## src/rtl/alu_issue_stage_pkg.sv

```systemverilog
// Shared op definitions for the ALU issue stage: ALU operation codes,
// operand-source encodings and forward-select codes.
package alu_issue_stage_pkg;

  localparam int DATA_W = 32;
  localparam int REG_W  = 5;
  localparam int OP_W   = 4;

  typedef enum logic [3:0] {
    OP_ADD  = 4'd0,
    OP_ADDU = 4'd1,
    OP_SUB  = 4'd2,
    OP_SUBU = 4'd3,
    OP_AND  = 4'd4,
    OP_OR   = 4'd5,
    OP_XOR  = 4'd6,
    OP_NOR  = 4'd7,
    OP_SLT  = 4'd8,
    OP_SLTU = 4'd9,
    OP_SLL  = 4'd10,
    OP_SRL  = 4'd11,
    OP_SRA  = 4'd12,
    OP_LUI  = 4'd13
  } aluop_e;

  localparam logic ASEL_RS    = 1'b0;
  localparam logic ASEL_SHAMT = 1'b1;
  localparam logic BSEL_RT    = 1'b0;
  localparam logic BSEL_IMM   = 1'b1;

  typedef enum logic [1:0] {
    FWD_REG = 2'd0,
    FWD_MEM = 2'd1,
    FWD_WB  = 2'd2
  } fwd_sel_e;

  // Shift amount presented as a full-width A operand.
  function automatic logic [DATA_W-1:0] shamt_ext(input logic [REG_W-1:0] shamt);
    return {{(DATA_W-REG_W){1'b0}}, shamt};
  endfunction

endpackage

```

## src/rtl/alu_issue_stage_fwd_unit.sv

```systemverilog
// Operand forwarding for one source register. Purely combinational.
// With ALU_FWD_EN defined the youngest in-flight writer (MEM, then WB)
// supplies the value; without it the registered data passes straight through.
module fwd_unit
  import alu_issue_stage_pkg::*;
(
  input  logic [4:0]  src_addr,
  input  logic [31:0] reg_data,
  input  logic        mem_reg_write,
  input  logic [4:0]  mem_rd_addr,
  input  logic [31:0] mem_result,
  input  logic        wb_reg_write,
  input  logic [4:0]  wb_rd_addr,
  input  logic [31:0] wb_result,
  output logic [1:0]  sel,
  output logic [31:0] value
);

`ifdef ALU_FWD_EN
  // MEM is younger than WB so it wins; r0 is hard-wired and never forwarded.
  always_comb begin
    sel   = FWD_REG;
    value = reg_data;
    if (mem_reg_write && (mem_rd_addr != 5'd0) && (mem_rd_addr == src_addr)) begin
      sel   = FWD_MEM;
      value = mem_result;
    end else if (wb_reg_write && (wb_rd_addr != 5'd0) && (wb_rd_addr == src_addr)) begin
      sel   = FWD_WB;
      value = wb_result;
    end
  end
`else
  logic unused_fwd;

  assign sel        = FWD_REG;
  assign value      = reg_data;
  assign unused_fwd = ^{src_addr, mem_reg_write, mem_rd_addr, mem_result,
                        wb_reg_write, wb_rd_addr, wb_result};
`endif

endmodule

```

## src/rtl/alu_issue_stage.sv

```systemverilog
// ID/EX issue stage: captures decoded instructions, resolves operands by
// forwarding from MEM/WB, inserts bubbles on hazards and drives the ALU.
// Build option: ALU_FWD_EN enables MEM/WB forwarding and load-only hazard
// detection; without it the stage interlocks on any in-flight writer.
module alu_issue_stage
  import alu_issue_stage_pkg::*;
(
  input  logic        clk,
  input  logic        rst_n,
  input  logic        id_valid,
  input  logic [4:0]  id_rs_addr,
  input  logic [4:0]  id_rt_addr,
  input  logic        id_use_rs,
  input  logic        id_use_rt,
  input  logic [31:0] id_rs_data,
  input  logic [31:0] id_rt_data,
  input  logic [31:0] id_imm,
  input  logic [4:0]  id_shamt,
  input  logic [3:0]  id_aluop,
  input  logic        id_asel,
  input  logic        id_bsel,
  input  logic [4:0]  id_rd_addr,
  input  logic        id_reg_write,
  input  logic        id_mem_read,
  input  logic        flush,
  input  logic        ex_stall,
  input  logic        mem_reg_write,
  input  logic [4:0]  mem_rd_addr,
  input  logic [31:0] mem_result,
  input  logic        wb_reg_write,
  input  logic [4:0]  wb_rd_addr,
  input  logic [31:0] wb_result,
  output logic        id_stall,
  output logic [31:0] alu_a,
  output logic [31:0] alu_b,
  output logic [3:0]  alu_op,
  output logic        ex_valid,
  output logic [4:0]  ex_rd_addr,
  output logic        ex_reg_write,
  output logic        ex_mem_read,
  output logic [31:0] ex_store_data
);

  logic        vld_p0;
  logic [4:0]  rs_addr_p0;
  logic [4:0]  rt_addr_p0;
  logic        use_rs_p0;
  logic        use_rt_p0;
  logic [31:0] rs_data_p0;
  logic [31:0] rt_data_p0;
  logic [31:0] imm_p0;
  logic [4:0]  shamt_p0;
  logic [3:0]  aluop_p0;
  logic        asel_p0;
  logic        bsel_p0;
  logic [4:0]  rd_p0;
  logic        rw_p0;
  logic        mr_p0;

  logic [31:0] fwd_rs;
  logic [31:0] fwd_rt;
  logic [1:0]  rs_sel;
  logic [1:0]  rt_sel;
  logic        hazard;
  logic        unused_ex;

  // True when a nonzero destination feeds a source the ID instruction reads.
  function automatic logic reads_reg(input logic [4:0] rd,
                                     input logic use_rs, input logic [4:0] rs,
                                     input logic use_rt, input logic [4:0] rt);
    return (rd != 5'd0) && ((use_rs && (rd == rs)) || (use_rt && (rd == rt)));
  endfunction

  fwd_unit u_fwd_rs (
    .src_addr      (rs_addr_p0),
    .reg_data      (rs_data_p0),
    .mem_reg_write (mem_reg_write),
    .mem_rd_addr   (mem_rd_addr),
    .mem_result    (mem_result),
    .wb_reg_write  (wb_reg_write),
    .wb_rd_addr    (wb_rd_addr),
    .wb_result     (wb_result),
    .sel           (rs_sel),
    .value         (fwd_rs)
  );

  fwd_unit u_fwd_rt (
    .src_addr      (rt_addr_p0),
    .reg_data      (rt_data_p0),
    .mem_reg_write (mem_reg_write),
    .mem_rd_addr   (mem_rd_addr),
    .mem_result    (mem_result),
    .wb_reg_write  (wb_reg_write),
    .wb_rd_addr    (wb_rd_addr),
    .wb_result     (wb_result),
    .sel           (rt_sel),
    .value         (fwd_rt)
  );

`ifdef ALU_FWD_EN
  // Only a load in EX cannot be forwarded in time for the next instruction.
  assign hazard = id_valid & vld_p0 & mr_p0 & rw_p0 &
                  reads_reg(rd_p0, id_use_rs, id_rs_addr, id_use_rt, id_rt_addr);
`else
  // Without forwarding any writer still in EX or MEM must retire first;
  // WB is visible through the write-first register file.
  assign hazard = id_valid &
                  ((vld_p0 & rw_p0 &
                    reads_reg(rd_p0, id_use_rs, id_rs_addr, id_use_rt, id_rt_addr)) |
                   (mem_reg_write &
                    reads_reg(mem_rd_addr, id_use_rs, id_rs_addr, id_use_rt, id_rt_addr)));
`endif

  assign id_stall = hazard | ex_stall;

  // ---- ID -> EX boundary ----
  // EX register: hold (with operand refresh) on stall, else capture ID,
  // turning the slot into a bubble on flush or hazard.
  always_ff @(posedge clk or negedge rst_n) begin
    if (!rst_n) begin
      vld_p0     <= 1'b0;
      rs_addr_p0 <= '0;
      rt_addr_p0 <= '0;
      use_rs_p0  <= 1'b0;
      use_rt_p0  <= 1'b0;
      rs_data_p0 <= '0;
      rt_data_p0 <= '0;
      imm_p0     <= '0;
      shamt_p0   <= '0;
      aluop_p0   <= '0;
      asel_p0    <= 1'b0;
      bsel_p0    <= 1'b0;
      rd_p0      <= '0;
      rw_p0      <= 1'b0;
      mr_p0      <= 1'b0;
    end else if (ex_stall) begin
      // Refresh keeps forwarded values once their producers retire.
      rs_data_p0 <= fwd_rs;
      rt_data_p0 <= fwd_rt;
    end else begin
      rs_addr_p0 <= id_rs_addr;
      rt_addr_p0 <= id_rt_addr;
      use_rs_p0  <= id_use_rs;
      use_rt_p0  <= id_use_rt;
      rs_data_p0 <= id_rs_data;
      rt_data_p0 <= id_rt_data;
      imm_p0     <= id_imm;
      shamt_p0   <= id_shamt;
      aluop_p0   <= id_aluop;
      asel_p0    <= id_asel;
      bsel_p0    <= id_bsel;
      rd_p0      <= id_rd_addr;
      if (flush || hazard) begin
        vld_p0 <= 1'b0;
        rw_p0  <= 1'b0;
        mr_p0  <= 1'b0;
      end else begin
        vld_p0 <= id_valid;
        rw_p0  <= id_valid & id_reg_write;
        mr_p0  <= id_valid & id_mem_read;
      end
    end
  end

  // ---- EX -> ALU / MEM boundary ----
  assign alu_a         = (asel_p0 == ASEL_SHAMT) ? shamt_ext(shamt_p0) : fwd_rs;
  assign alu_b         = (bsel_p0 == BSEL_IMM) ? imm_p0 : fwd_rt;
  assign alu_op        = aluop_p0;
  assign ex_valid      = vld_p0;
  assign ex_rd_addr    = rd_p0;
  assign ex_reg_write  = vld_p0 & rw_p0;
  assign ex_mem_read   = vld_p0 & mr_p0;
  assign ex_store_data = fwd_rt;

  // Source-use flags and select codes are kept for debug visibility only.
  assign unused_ex = ^{use_rs_p0, use_rt_p0, rs_sel, rt_sel};

endmodule
```

## config.mk

```make
export PLATFORM = sky130hd
export DESIGN_NAME = alu_issue_stage
export DESIGN_NICKNAME = d
export VERILOG_FILES = /design/src/rtl/alu_issue_stage_pkg.sv /design/src/rtl/alu_issue_stage_fwd_unit.sv /design/src/rtl/alu_issue_stage.sv
export SDC_FILE = /design/constraint.sdc
export NUM_CORES = 1
export LEC_CHECK = 0
export BUFFER_PORTS_ARGS = -buffer_cell sky130_fd_sc_hd__buf_2
export CAP_MARGIN = 20
export CORE_AREA = 2 2 121 123
export DETAILED_ROUTE_END_ITERATION = 12
export DIE_AREA = 0 0 123 125
export PLACE_DENSITY = 0.86
export SLEW_MARGIN = 20
export SYNTH_ARGS = -nofsm -noshare
export SYNTH_HDL_FRONTEND = slang
export SYNTH_HIERARCHICAL = 1
export SYNTH_SLANG_ARGS = --single-unit
```

## constraint.sdc

```tcl
create_clock -name clk -period 3.83 [get_ports clk]
set_input_delay 0.383 -clock clk [delete_from_list [all_inputs] [get_ports clk]]
set_output_delay 0.383 -clock clk [all_outputs]
set_load 0.01 [all_outputs]
```

==> impl_metrics.csv <==
group,metric,value,unit
run_status,status,"complete, no violations",
sta,worst_pin_slew,0.882,ns
setup_path,slowest_stage,"or4_1",
clock_tree,insertion_delay,0.40,ns
sta,slew-limit-headroom,0.412,
setup_path,slowest_delay,0.56,ns
layout,diodes,0,
sta,setup_violations,0,
clock_tree,post_cts_buffers,0,
detailed_routing,ant_nets,0,
grt,grt.total_usage,0.153,
sta,period_minus_slack,2.36,ns
clock_tree,clkTransAtPathRegs,0.05,ns
grt,gr-total-overflow,0,
sta,slew_violations,0,
power_and_ir_drop,p_leak,3.43,nW
synth,syn_area,0.00564,sq mm
floorplanning,die_area,0.0154,sq mm
detailed_routing,vias,3727,
sta,worst_slack,1.47,ns
grt,grt_max_degree,71,
place,portBuffers,245,
layout,syn_to_final_growth,27.0,%
setup_path,worstSetupPathType,"register to primary output",
sta,hold_viol,0,
synth,syn-num-nets,629,
setup_path,crit_arrival,1.97,ns
synth,syn_area_per_cell,13.4,sq um
floorplanning,die_height,125,microns
detailed_routing,drt_iter0_drc,84,
sta,fin_worst_skew,0.00515,ns
sta,finalCritPeriodShare,0.615,
setup_path,reg2reg_from,"ex_rd_addr[1]$_DFFE_PN0N_",
setup_path,cp_cell_sequence,"or4_1 -> o21ai_2 -> o22ai_2 -> a21o_1 -> buf_2",
run,cap_viol_max_count,0,
floorplanning,std_cell_rows,44,
clock_tree,cts_root_buf,"clkbuf_16",
power_and_ir_drop,powerDensity,498,mW/mm^2
grt,antenna_found_initial,0,
clock_tree,numCtsBuffers,17,
grt,grt_pass1_wl,18300,microns
detailed_routing,route.detailed.drc,0,
synth,yosysWarnings,6,
detailed_routing,wl,11800,microns
clock_tree,cts.sinks,115,
sta,max_freq,424,MHz
detailed_routing,viasPerCell,4.65,
place,place_congestion,0.760,
setup_path,setup.worst_path.start,"ex_rd_addr[1]$_DFFE_PN0N_",
sta,rsz0062_at_grt,"no",
clock_tree,post_cts_resized,0,
power_and_ir_drop,peakVddDrop,0.000300,V
detailed_routing,post_drt_wl_per_cell,14.7,microns
setup_path,critPathLaunchType,"register",
clock_tree,postCtsHoldBufs,0,
place,dp.cells,771,
detailed_routing,firstDrtPassIters,4,
layout,drive_above_1_share,0.699,
sta,tns,0,ns
place,dp_hpwl,8610,microns
floorplanning,initial_utilization,0.397,
clock_tree,cts_tree,"yes",
clock_tree,htree_levels,4,
sta,holdWs,0.103,ns
grt,grt_pass1_vias,3790,
floorplanning,io_pins,316,
layout,fin_cells,802,
synth,syn_inst,422,
layout,fillers,1257,
clock_tree,clockBufferDepth,2,
floorplanning,die_x,123,microns
setup_path,cp-end-kind,"primary output",
layout,nNetsFinal,813,
place,dp_slack,1.81,ns
min_path,hold_class,"primary input to asynchronous set/reset pin",
setup_path,worst_ep_required_time,3.45,ns
setup_path,worstPathMaxFanout,5,
floorplanning,core_area,0.0142,sq mm
[layout by cell type (no fill, tap or decap), types with 2 or more instances in the layout]
cell,count
a32oi_1,2
and2_1,4
buf_2,243
buf_4,6
bufinv_16,2
clkbuf_16,17
clkbuf_8,4
clkinv_2,4
clkinvlp_4,2
dfrtp_1,115
inv_1,2
mux2_2,149
nand2_1,4
nor2b_1,27
nor4_1,4
o21ai_2,2
o31ai_1,2
or4_1,2
xnor2_1,4
xor2_1,16
[worst paths after layout]
check,slack [ns],cells past startpoint,to
min in group clk,0.21,2,rt_data_p0[7]$_DFF_PN0_
max reg2reg,2.21,4,mr_p0$_DFFE_PN0N_
max,1.47,5,id_stall
max in group asynchronous,2.77,2,rt_data_p0[13]$_DFF_PN0_
min reg2reg,0.49,2,rw_p0$_DFFE_PN0N_
min,0.10,1,rs_data_p0[23]$_DFF_PN0_
[registers in the layout, indices dropped and copies added, names as in the netlist]
| register | count |
|---|---|
| imm_p0 | 32 |
| rs_data_p0 | 32 |
| asel_p0 | 1 |
| shamt_p0 | 5 |
| rt_data_p0 | 32 |
| bsel_p0 | 1 |
| ex_valid | 1 |
| ex_rd_addr | 5 |
| alu_op | 4 |
| mr_p0 | 1 |
| rw_p0 | 1 |
[cell type report]
cell class	instances	area, sq um	area share
Clock buffer	22	484	0.0676
Timing Repair Buffer	250	1280	0.179
Inverter	2	7.51	0.00105
Tap cell	184	230	0.0321
Clock inverter	9	104	0.0145
Sequential cell	115	2880	0.402
Multi-Input combinational cell	220	2180	0.304
[per-layer routing]
| layer | vias up | track usage | share of wire | routed length, microns |
|---|---|---|---|---|
| met1 | 1802 | 0.174 | 0.41 | 4790 |
| met5 | - | 0 | 0 | 0 |
| met4 | 0 | 0.0555 | 0.011 | 127 |
| met3 | 8 | 0.0557 | 0.082 | 964 |
| li1 | 1754 | - | - | - |
| met2 | 163 | 0.263 | 0.50 | 5930 |
[critical path, delay by kind of cell, from the launching register on]
kind | cells | cell delay, ns
flip-flops | 1 | 0.45
AND/OR/NAND/NOR | 1 | 0.56
AO/OA/AOI/OAI | 3 | 0.44
buffers and inverters | 1 | 0.13
[stage by stage]
step,instance area [sq um],utilization,total power (W)
after detailed placement,6580,0.463,0.00205
after CTS,7170,0.504,0.00363
after global routing,7170,0.504,0.00374
after floorplan,5640,-,0.00185
after global placement,6580,0.463,0.00203
final,7170,0.504,0.00357
[power by group]
| part | switching, W | internal, W | total, W |
|---|---|---|---|
| combinational | 0.000275 | 0.000331 | 0.000605 |
| clock | 0.000532 | 0.00102 | 0.00155 |
| sequential | 0.0000755 | 0.00134 | 0.00141 |
| total | 0.000882 | 0.00269 | 0.00357 |
Power figures use the tool's default switching activity.
